$ cat src/rtl/ahb_apb_bridge_mp.sv
// ahb_apb_bridge_mp
//   AHB-Lite slave to APB3 master bridge that serves a bank of NUM_SLV APB
//   peripherals. Each AHB transfer is decoded to one slave, and the bridge
//   then runs the APB SETUP/ACCESS sequence. The bridge turns these
//   conditions into the two-cycle AHB ERROR response:
//     - decode misses,
//     - Pslverr,
//     - ACCESS timeouts.
//   A new address phase is accepted in the cycle a transfer completes.
//
// Ports
//   Hclk, Hreset      clock, asynchronous active-high reset
//   Hwrite, Hreadyin, Htrans, Haddr, Hwdata
//                     AHB address/data phase inputs
//   Hrdata, Hresp, Hreadyout
//                     AHB response
//   Prdata, Pready, Pslverr
//                     per-slave APB returns; slave i is at [i*DATA_W +: DATA_W]
//   Paddr, Pwdata, Pselx, Pwrite, Penable
//                     APB master outputs; Pselx is one-hot
module ahb_apb_bridge_mp #(
  parameter int               ADDR_W   = 32,
  parameter int               DATA_W   = 32,
  parameter int               NUM_SLV  = 4,
  parameter logic [ADDR_W-1:0] BASE    = 32'h8000_0000,
  parameter int               REGION_W = 12,
  parameter int               TIMEOUT  = 16
) (
  input  logic                        Hclk,
  input  logic                        Hreset,
  input  logic                        Hwrite,
  input  logic                        Hreadyin,
  input  logic [1:0]                  Htrans,
  input  logic [ADDR_W-1:0]           Haddr,
  input  logic [DATA_W-1:0]           Hwdata,
  output logic [DATA_W-1:0]           Hrdata,
  output logic                        Hresp,
  output logic                        Hreadyout,
  input  logic [NUM_SLV*DATA_W-1:0]   Prdata,
  input  logic [NUM_SLV-1:0]          Pready,
  input  logic [NUM_SLV-1:0]          Pslverr,
  output logic [ADDR_W-1:0]           Paddr,
  output logic [DATA_W-1:0]           Pwdata,
  output logic [NUM_SLV-1:0]          Pselx,
  output logic                        Pwrite,
  output logic                        Penable
);

  localparam int IDX_W = (NUM_SLV > 1) ? $clog2(NUM_SLV) : 1;
  localparam int CNT_W = (TIMEOUT > 0) ? $clog2(TIMEOUT + 1) : 1;
  // The timeout fires on the TIMEOUT-th ACCESS cycle. At that point the
  // counter holds TIMEOUT-1, because it starts at 0 on the first ACCESS
  // cycle.
  localparam logic [CNT_W-1:0]  CNT_LAST = (TIMEOUT > 0) ? CNT_W'(TIMEOUT - 1) : CNT_W'(0);
  localparam logic [ADDR_W:0]   SPAN     = (ADDR_W + 1)'(NUM_SLV) << REGION_W;

  typedef enum logic [2:0] {
    S_IDLE, S_WDATA, S_SETUP, S_ACCESS, S_ERR1, S_ERR2, S_DONE
  } state_t;

  state_t              state_q, state_d;
  logic [ADDR_W-1:0]   addr_q;
  logic                write_q;
  logic [IDX_W-1:0]    idx_q;
  logic [ADDR_W-1:0]   paddr_q;
  logic                pwrite_q;
  logic [DATA_W-1:0]   pwdata_q;
  logic [DATA_W-1:0]   hrdata_q;
  logic [CNT_W-1:0]    cnt_q;

  logic                accept, hit, timeout_hit;
  logic [IDX_W-1:0]    haddr_idx;
  logic                sel_ready, sel_err;
  logic [DATA_W-1:0]   sel_rdata;

  // Compare one bit wider than the address, so that BASE + span cannot
  // wrap at the top of the address space.
  assign hit = ({1'b0, Haddr} >= {1'b0, BASE}) && ({1'b0, Haddr} < ({1'b0, BASE} + SPAN));

  generate
    if (NUM_SLV > 1) begin : g_idx
      assign haddr_idx = Haddr[REGION_W +: IDX_W];
    end else begin : g_idx_single
      assign haddr_idx = '0;
    end
  endgenerate

  // Hreadyout is 1 in IDLE and DONE, so it is not tested again here.
  assign accept = ((state_q == S_IDLE) || (state_q == S_DONE)) && Hreadyin && Htrans[1];

  assign timeout_hit = (TIMEOUT != 0) && (cnt_q == CNT_LAST);

  // Mux the returns of the addressed slave.
  always_comb begin
    sel_ready = 1'b0;
    sel_err   = 1'b0;
    sel_rdata = '0;
    for (int i = 0; i < NUM_SLV; i++) begin
      if (idx_q == IDX_W'(i)) begin
        sel_ready = Pready[i];
        sel_err   = Pslverr[i];
        sel_rdata = Prdata[i*DATA_W +: DATA_W];
      end
    end
  end

  // State register
  always_ff @(posedge Hclk or posedge Hreset) begin
    if (Hreset) state_q <= S_IDLE;
    else        state_q <= state_d;
  end

  // Next-state logic
  always_comb begin
    state_d = state_q;
    case (state_q)
      S_IDLE, S_DONE: begin
        if (!accept)     state_d = S_IDLE;
        else if (!hit)   state_d = S_ERR1;
        else if (Hwrite) state_d = S_WDATA;
        else             state_d = S_SETUP;
      end
      S_WDATA:  state_d = S_SETUP;
      S_SETUP:  state_d = S_ACCESS;
      S_ACCESS: begin
        if (sel_ready)        state_d = sel_err ? S_ERR1 : S_DONE;
        else if (timeout_hit) state_d = S_ERR1;
      end
      S_ERR1:   state_d = S_ERR2;
      S_ERR2:   state_d = S_IDLE;
      default:  state_d = S_IDLE;
    endcase
  end

  // Datapath registers
  always_ff @(posedge Hclk or posedge Hreset) begin
    if (Hreset) begin
      addr_q   <= '0;
      write_q  <= 1'b0;
      idx_q    <= '0;
      paddr_q  <= '0;
      pwrite_q <= 1'b0;
      pwdata_q <= '0;
      hrdata_q <= '0;
      cnt_q    <= '0;
    end else begin
      if (accept) begin
        addr_q  <= Haddr;
        write_q <= Hwrite;
        idx_q   <= haddr_idx;
      end
      if (state_q == S_WDATA) pwdata_q <= Hwdata;
      // The APB address and direction change only on SETUP entry, so they
      // hold between transfers. A read enters SETUP straight from the
      // address phase, before addr_q has been loaded, so it takes the
      // address from the bus.
      if (state_d == S_SETUP) begin
        paddr_q  <= (state_q == S_WDATA) ? addr_q  : Haddr;
        pwrite_q <= (state_q == S_WDATA) ? write_q : Hwrite;
        cnt_q    <= '0;
      end else if (state_q == S_ACCESS) begin
        cnt_q    <= cnt_q + 1'b1;
      end
      if (state_q == S_ACCESS && sel_ready && !sel_err && !write_q)
        hrdata_q <= sel_rdata;
      else if (state_d == S_ERR1)
        hrdata_q <= '0;
    end
  end

  // Output logic. All of it is decoded from registered state.
  always_comb begin
    Hreadyout = (state_q == S_IDLE) || (state_q == S_DONE) || (state_q == S_ERR2);
    Hresp     = (state_q == S_ERR1) || (state_q == S_ERR2);
    Hrdata    = hrdata_q;
    Penable   = (state_q == S_ACCESS);
    Paddr     = paddr_q;
    Pwrite    = pwrite_q;
    Pwdata    = pwdata_q;
    Pselx     = '0;
    for (int i = 0; i < NUM_SLV; i++) begin
      if ((state_q == S_SETUP || state_q == S_ACCESS) && idx_q == IDX_W'(i))
        Pselx[i] = 1'b1;
    end
  end

endmodule

$ cat config.mk
export PLATFORM = sky130hd
export DESIGN_NAME = ahb_apb_bridge_mp
export DESIGN_NICKNAME = d
export VERILOG_FILES = /design/src/rtl/ahb_apb_bridge_mp.sv
export SDC_FILE = /design/constraint.sdc
export NUM_CORES = 1
export LEC_CHECK = 0
export CAP_MARGIN = 10
export CORE_MARGIN = 10
export CORE_UTILIZATION = 46
export CTS_BUF_LIST = sky130_fd_sc_hd__clkbuf_4 sky130_fd_sc_hd__clkbuf_8
export CTS_CLUSTER_SIZE = 25
export DETAILED_ROUTE_END_ITERATION = 8
export MAX_ROUTING_LAYER = met4
export PLACE_DENSITY = 0.91
export REMOVE_ABC_BUFFERS = 1
export SLEW_MARGIN = 20
export SYNTH_ARGS = -nofsm -noshare
export SYNTH_HDL_FRONTEND = slang
export SYNTH_SLANG_ARGS = --single-unit
$ cat constraint.sdc
create_clock -name Hclk -period 7.1 [get_ports Hclk]
set_input_delay 1.065 -clock Hclk [delete_from_list [all_inputs] [get_ports Hclk]]
set_output_delay 1.065 -clock Hclk [all_outputs]
set_load 0.01 [all_outputs]
# After elaboration in Yosys (flattened, before gate mapping)
# Cells that the tools add are included.
# classes
n_addsub,1
n_lt_le_gt_ge,2
eq_ne,12
mux,29
reduce_logical,21
# ops
operator,n
2-to-1 mux 32 bit,7
">= comparator 32 bit, second input constant",1
"less-than comparator 32 bit, second input constant",1
one-hot mux 3 bit (5 select lines),1
2-to-1 mux 1 bit,13
"== test 3 bit, second input constant",4
2-to-1 mux 3 bit,4
logical AND 1 bit,10
2-to-1 mux 5 bit,2
"== test 3 x 2 -> 1 bit, second input constant",3
"adder 5 x 1 -> 5 bit, second input constant",1
"== test 5 x 4 -> 1 bit, second input constant",1
"== test 2 bit, second input constant",2
logical OR 1 bit,4
2-to-1 mux 2 bit,2
nonzero test 2 bit,2
"== test 3 x 1 -> 1 bit, second input constant",1
logical NOT 3 bit,1
"== test 2 x 1 -> 1 bit, second input constant",1
logical NOT 1 bit,2
logical NOT 2 bit,1
OR reduction 2 bit,1
# totals
register_bits,140
in_bits,206
output_inout_bits,104
elab_cells,74

# Logic depth before layout (Yosys ltp)
# depth
depth_word,11
mapped_depth,8
ltp_nobuf,7

# Least setup slack after synthesis
# Ideal clock, no wire load.
# synth_timing
kind,reg2out
start,register addr_q[13] (netlist name)
end,output port Pselx[3]
t_arrival_ps,1338
required_time_ps,6035
path_slack_ps,4697
stages_incl_launch_ff,5
path_buffers,3
cell_sequence,dfrtp_1 > buf_2 > buf_1 > buf_1 > and3_1
# synth_rtl
item,line,rtl
"end, declared",44,"output logic [NUM_SLV-1:0] Pselx,"

==> results.ini <==
[status]
outcome=completed

[sta]
setup_violations=0
tightest_slew_ns=1.064
slew_headroom_pct=29.06
skew_ns=0.01147
fin_crit_ns=3.683
finalCritPeriodShare_pct=51.88
setup_tns_ns=0
final-max-slew-violation-count=0
fmax_mhz=271.5
rsz0062_at_grt=false
finalHoldViolations=0

[worst_hold_path]
worst_hold_path_type=flip-flop to flip-flop
worstHoldStart=addr_q[2]
min_path_cells=1
hold_end=addr_q[2]

[layout]
drive_gt1_share_pct=21.50
stdcell_count=953
final_common_cell=clkdlybuf4s50_1
nNetsFinal=967
areaGrowthSynthToFinish_pct=57.84
fill_cells=940
layout_common_cells=clkdlybuf4s50_1, dfrtp_1, mux2_2

[clocking]
root_buffer=clkbuf_8
clk_latency_ns=0.45
clk_path_buf_depth=2
numClockSinks=138
post-cts-setup-buffers=0
clk_pin_slew_ns=0.08
cts_tree=built
htree_levels=4
numCtsBuffers=17
hold_buffers=0
cts_resized=0

[grt]
grt_first_pass_wirelength_um=34890
grt_overflow=0
grt_pass1_vias=5599
antenna_found_initial=1
grt_max_degree=81
gr-usage-all-layers_pct=24.12

[setup_path]
rr_startpoint=addr_q[13]
critPathKind=flip-flop to output port
cp-end-kind=output port
reg2reg_setup_slack_ns=4.12
r2r_cells=7
cp-start-kind=flip-flop
r2r_end=Hrdata[20]
worstPathArrival_ns=2.62
cp_max_fo=23
required_ns=6.03

[route]
first_pass_iters=5
via_count=5074
avgRoutedWirePerCell_um=24.05
drc_errors=0
drt_iter0_drc=315
detail_route.wirelength_um=22920
vias_per_cell=5.324
final_antenna_net_count=0

[floorplan]
ios=310
row_count=43
die_area_mm2=0.01928
die_h_um=138.9
die_w_um=138.9
coreArea_mm2=0.01388
start_util_pct=46.82

[synth]
synth-edff-count=0
ys_ff_latch=138
ys.flop_type=dfrtp_1
syn_inst=453
ys_types=45
syn_area_mm2=0.006499
syn_area_per_cell_um2=14.35
seq_area_frac_synth_pct=53.14
yosys_warnings=0
async_flop_share_pct=100.0

[pwr]
power.density_mw_per_mm2=409.6
irDropWorstVdd_uv=242.6
leakage_uw=0.004202

[job]
drv_cap=0

[placement]
io_buffer_count=308
dp_hpwl_um=17940
globalplace.congestion=1.017
dpl.cell_count=919

-- Yosys cell counts (2+ instances only) --
cell / number / area share, %
clkbuf_1: 4 / 0.23
o21ai_0: 3 / 0.23
xnor2_1: 2 / 0.27
nor3b_1: 2 / 0.23
mux2_1: 15 / 2.6
nand3b_1: 2 / 0.23
buf_2: 18 / 1.4
nor3_1: 4 / 0.31
mux2i_1: 32 / 4.9
a22o_1: 18 / 2.4
and3_1: 4 / 0.38
mux2_2: 77 / 13
nor2_1: 38 / 2.2
ha_1: 2 / 0.38
nand2_1: 19 / 1.1
buf_6: 3 / 0.52
dfrtp_1: 138 / 53
mux4_2: 33 / 11
buf_4: 3 / 0.35
buf_1: 2 / 0.12
and2_1: 3 / 0.29
nor4_1: 4 / 0.38
inv_1: 5 / 0.29
-- area by class of cell --
cell class / count / area, um^2 / share of cell area, %
sequential: 138 / 3455 / 33.68
timing repair buffer: 317 / 3174 / 30.95
multi-input combinational: 279 / 2877 / 28.04
clock buffer: 23 / 310.3 / 3.025
tap: 180 / 225.2 / 2.196
clock inverter: 9 / 181.4 / 1.769
inverter: 6 / 32.53 / 0.3172
antenna: 1 / 2.502 / 0.02440
-- flip-flops by register name, indices dropped and copies added, names as in the netlist --
| signal | count |
|---|---|
| cnt_q | 5 |
| state_q | 3 |
| Pwrite | 1 |
| write_q | 1 |
| addr_q | 32 |
| Paddr | 32 |
| Hrdata | 32 |
| Pwdata | 32 |
-- kinds of logic after synthesis --
family / Yosys count / synth area share (%)
muxes: 157 / 32.31
buffers and inverters: 36 / 3.023
AOI/OAI and AO/OA: 30 / 4.005
and+or+nand+nor: 87 / 6.739
adders and majority gates: 2 / 0.3850
DFF: 138 / 53.14
xor gates and xnor gates: 3 / 0.4044
-- stage by stage --
step | total power (uW) | worst slack (ns) | utilization, % | hold WS (ns) | cell area, um^2
finish | 4202 | 3.417 | 73.90 | 0.4964 | 10260
CTS | 4226 | 3.401 | 73.65 | 0.4985 | 10220
global route | 4434 | 3.302 | 73.90 | 0.5167 | 10260
detailed placement | 3434 | 3.055 | 70.11 | 0.4785 | 9732
floorplan | 2445 | 0.7073 | - | 0.4522 | 6330
global placement | 3345 | 3.104 | 70.11 | 0.4614 | 9732
-- routing by layer --
metal  part of all wire [%]  up-vias  global-route usage [%]
li1                       -     2284                       -
met1                     38     2569                   27.05
met2                     54      202                   41.52
met3                    6.7       19                   6.678
met4                    1.4        0                   6.370
met5                      0        -                       -
-- report_power, final --
part	total (uW)	switching, uW	internal [uW]
registers	1400	240	1160
logic	2020	843	1170
clock network	779	307	472
-- critical path: stages, from the launching register on --
cell	delay, ns
dfrtp_1	1.00
buf_4	0.42
and3_1	0.20
clkdlybuf4s50_1	0.54
-- worst max path at each step --
stage	startpoint	end	slack [ns]	cells past startpoint
4_1_cts	addr_q[13]	Pselx[3]	3.40	3
2_1_floorplan	state_q[0]	Paddr[10]	0.71	5
3_3_place_gp	Hreadyin	Paddr[1]	3.10	5
3_5_place_dp	Hreadyin	Paddr[4]	3.05	5
5_1_grt	addr_q[13]	Pselx[3]	3.30	3
6_report	addr_q[13]	Pselx[3]	3.42	3
Note: power is estimated with default switching activity, not from simulation.
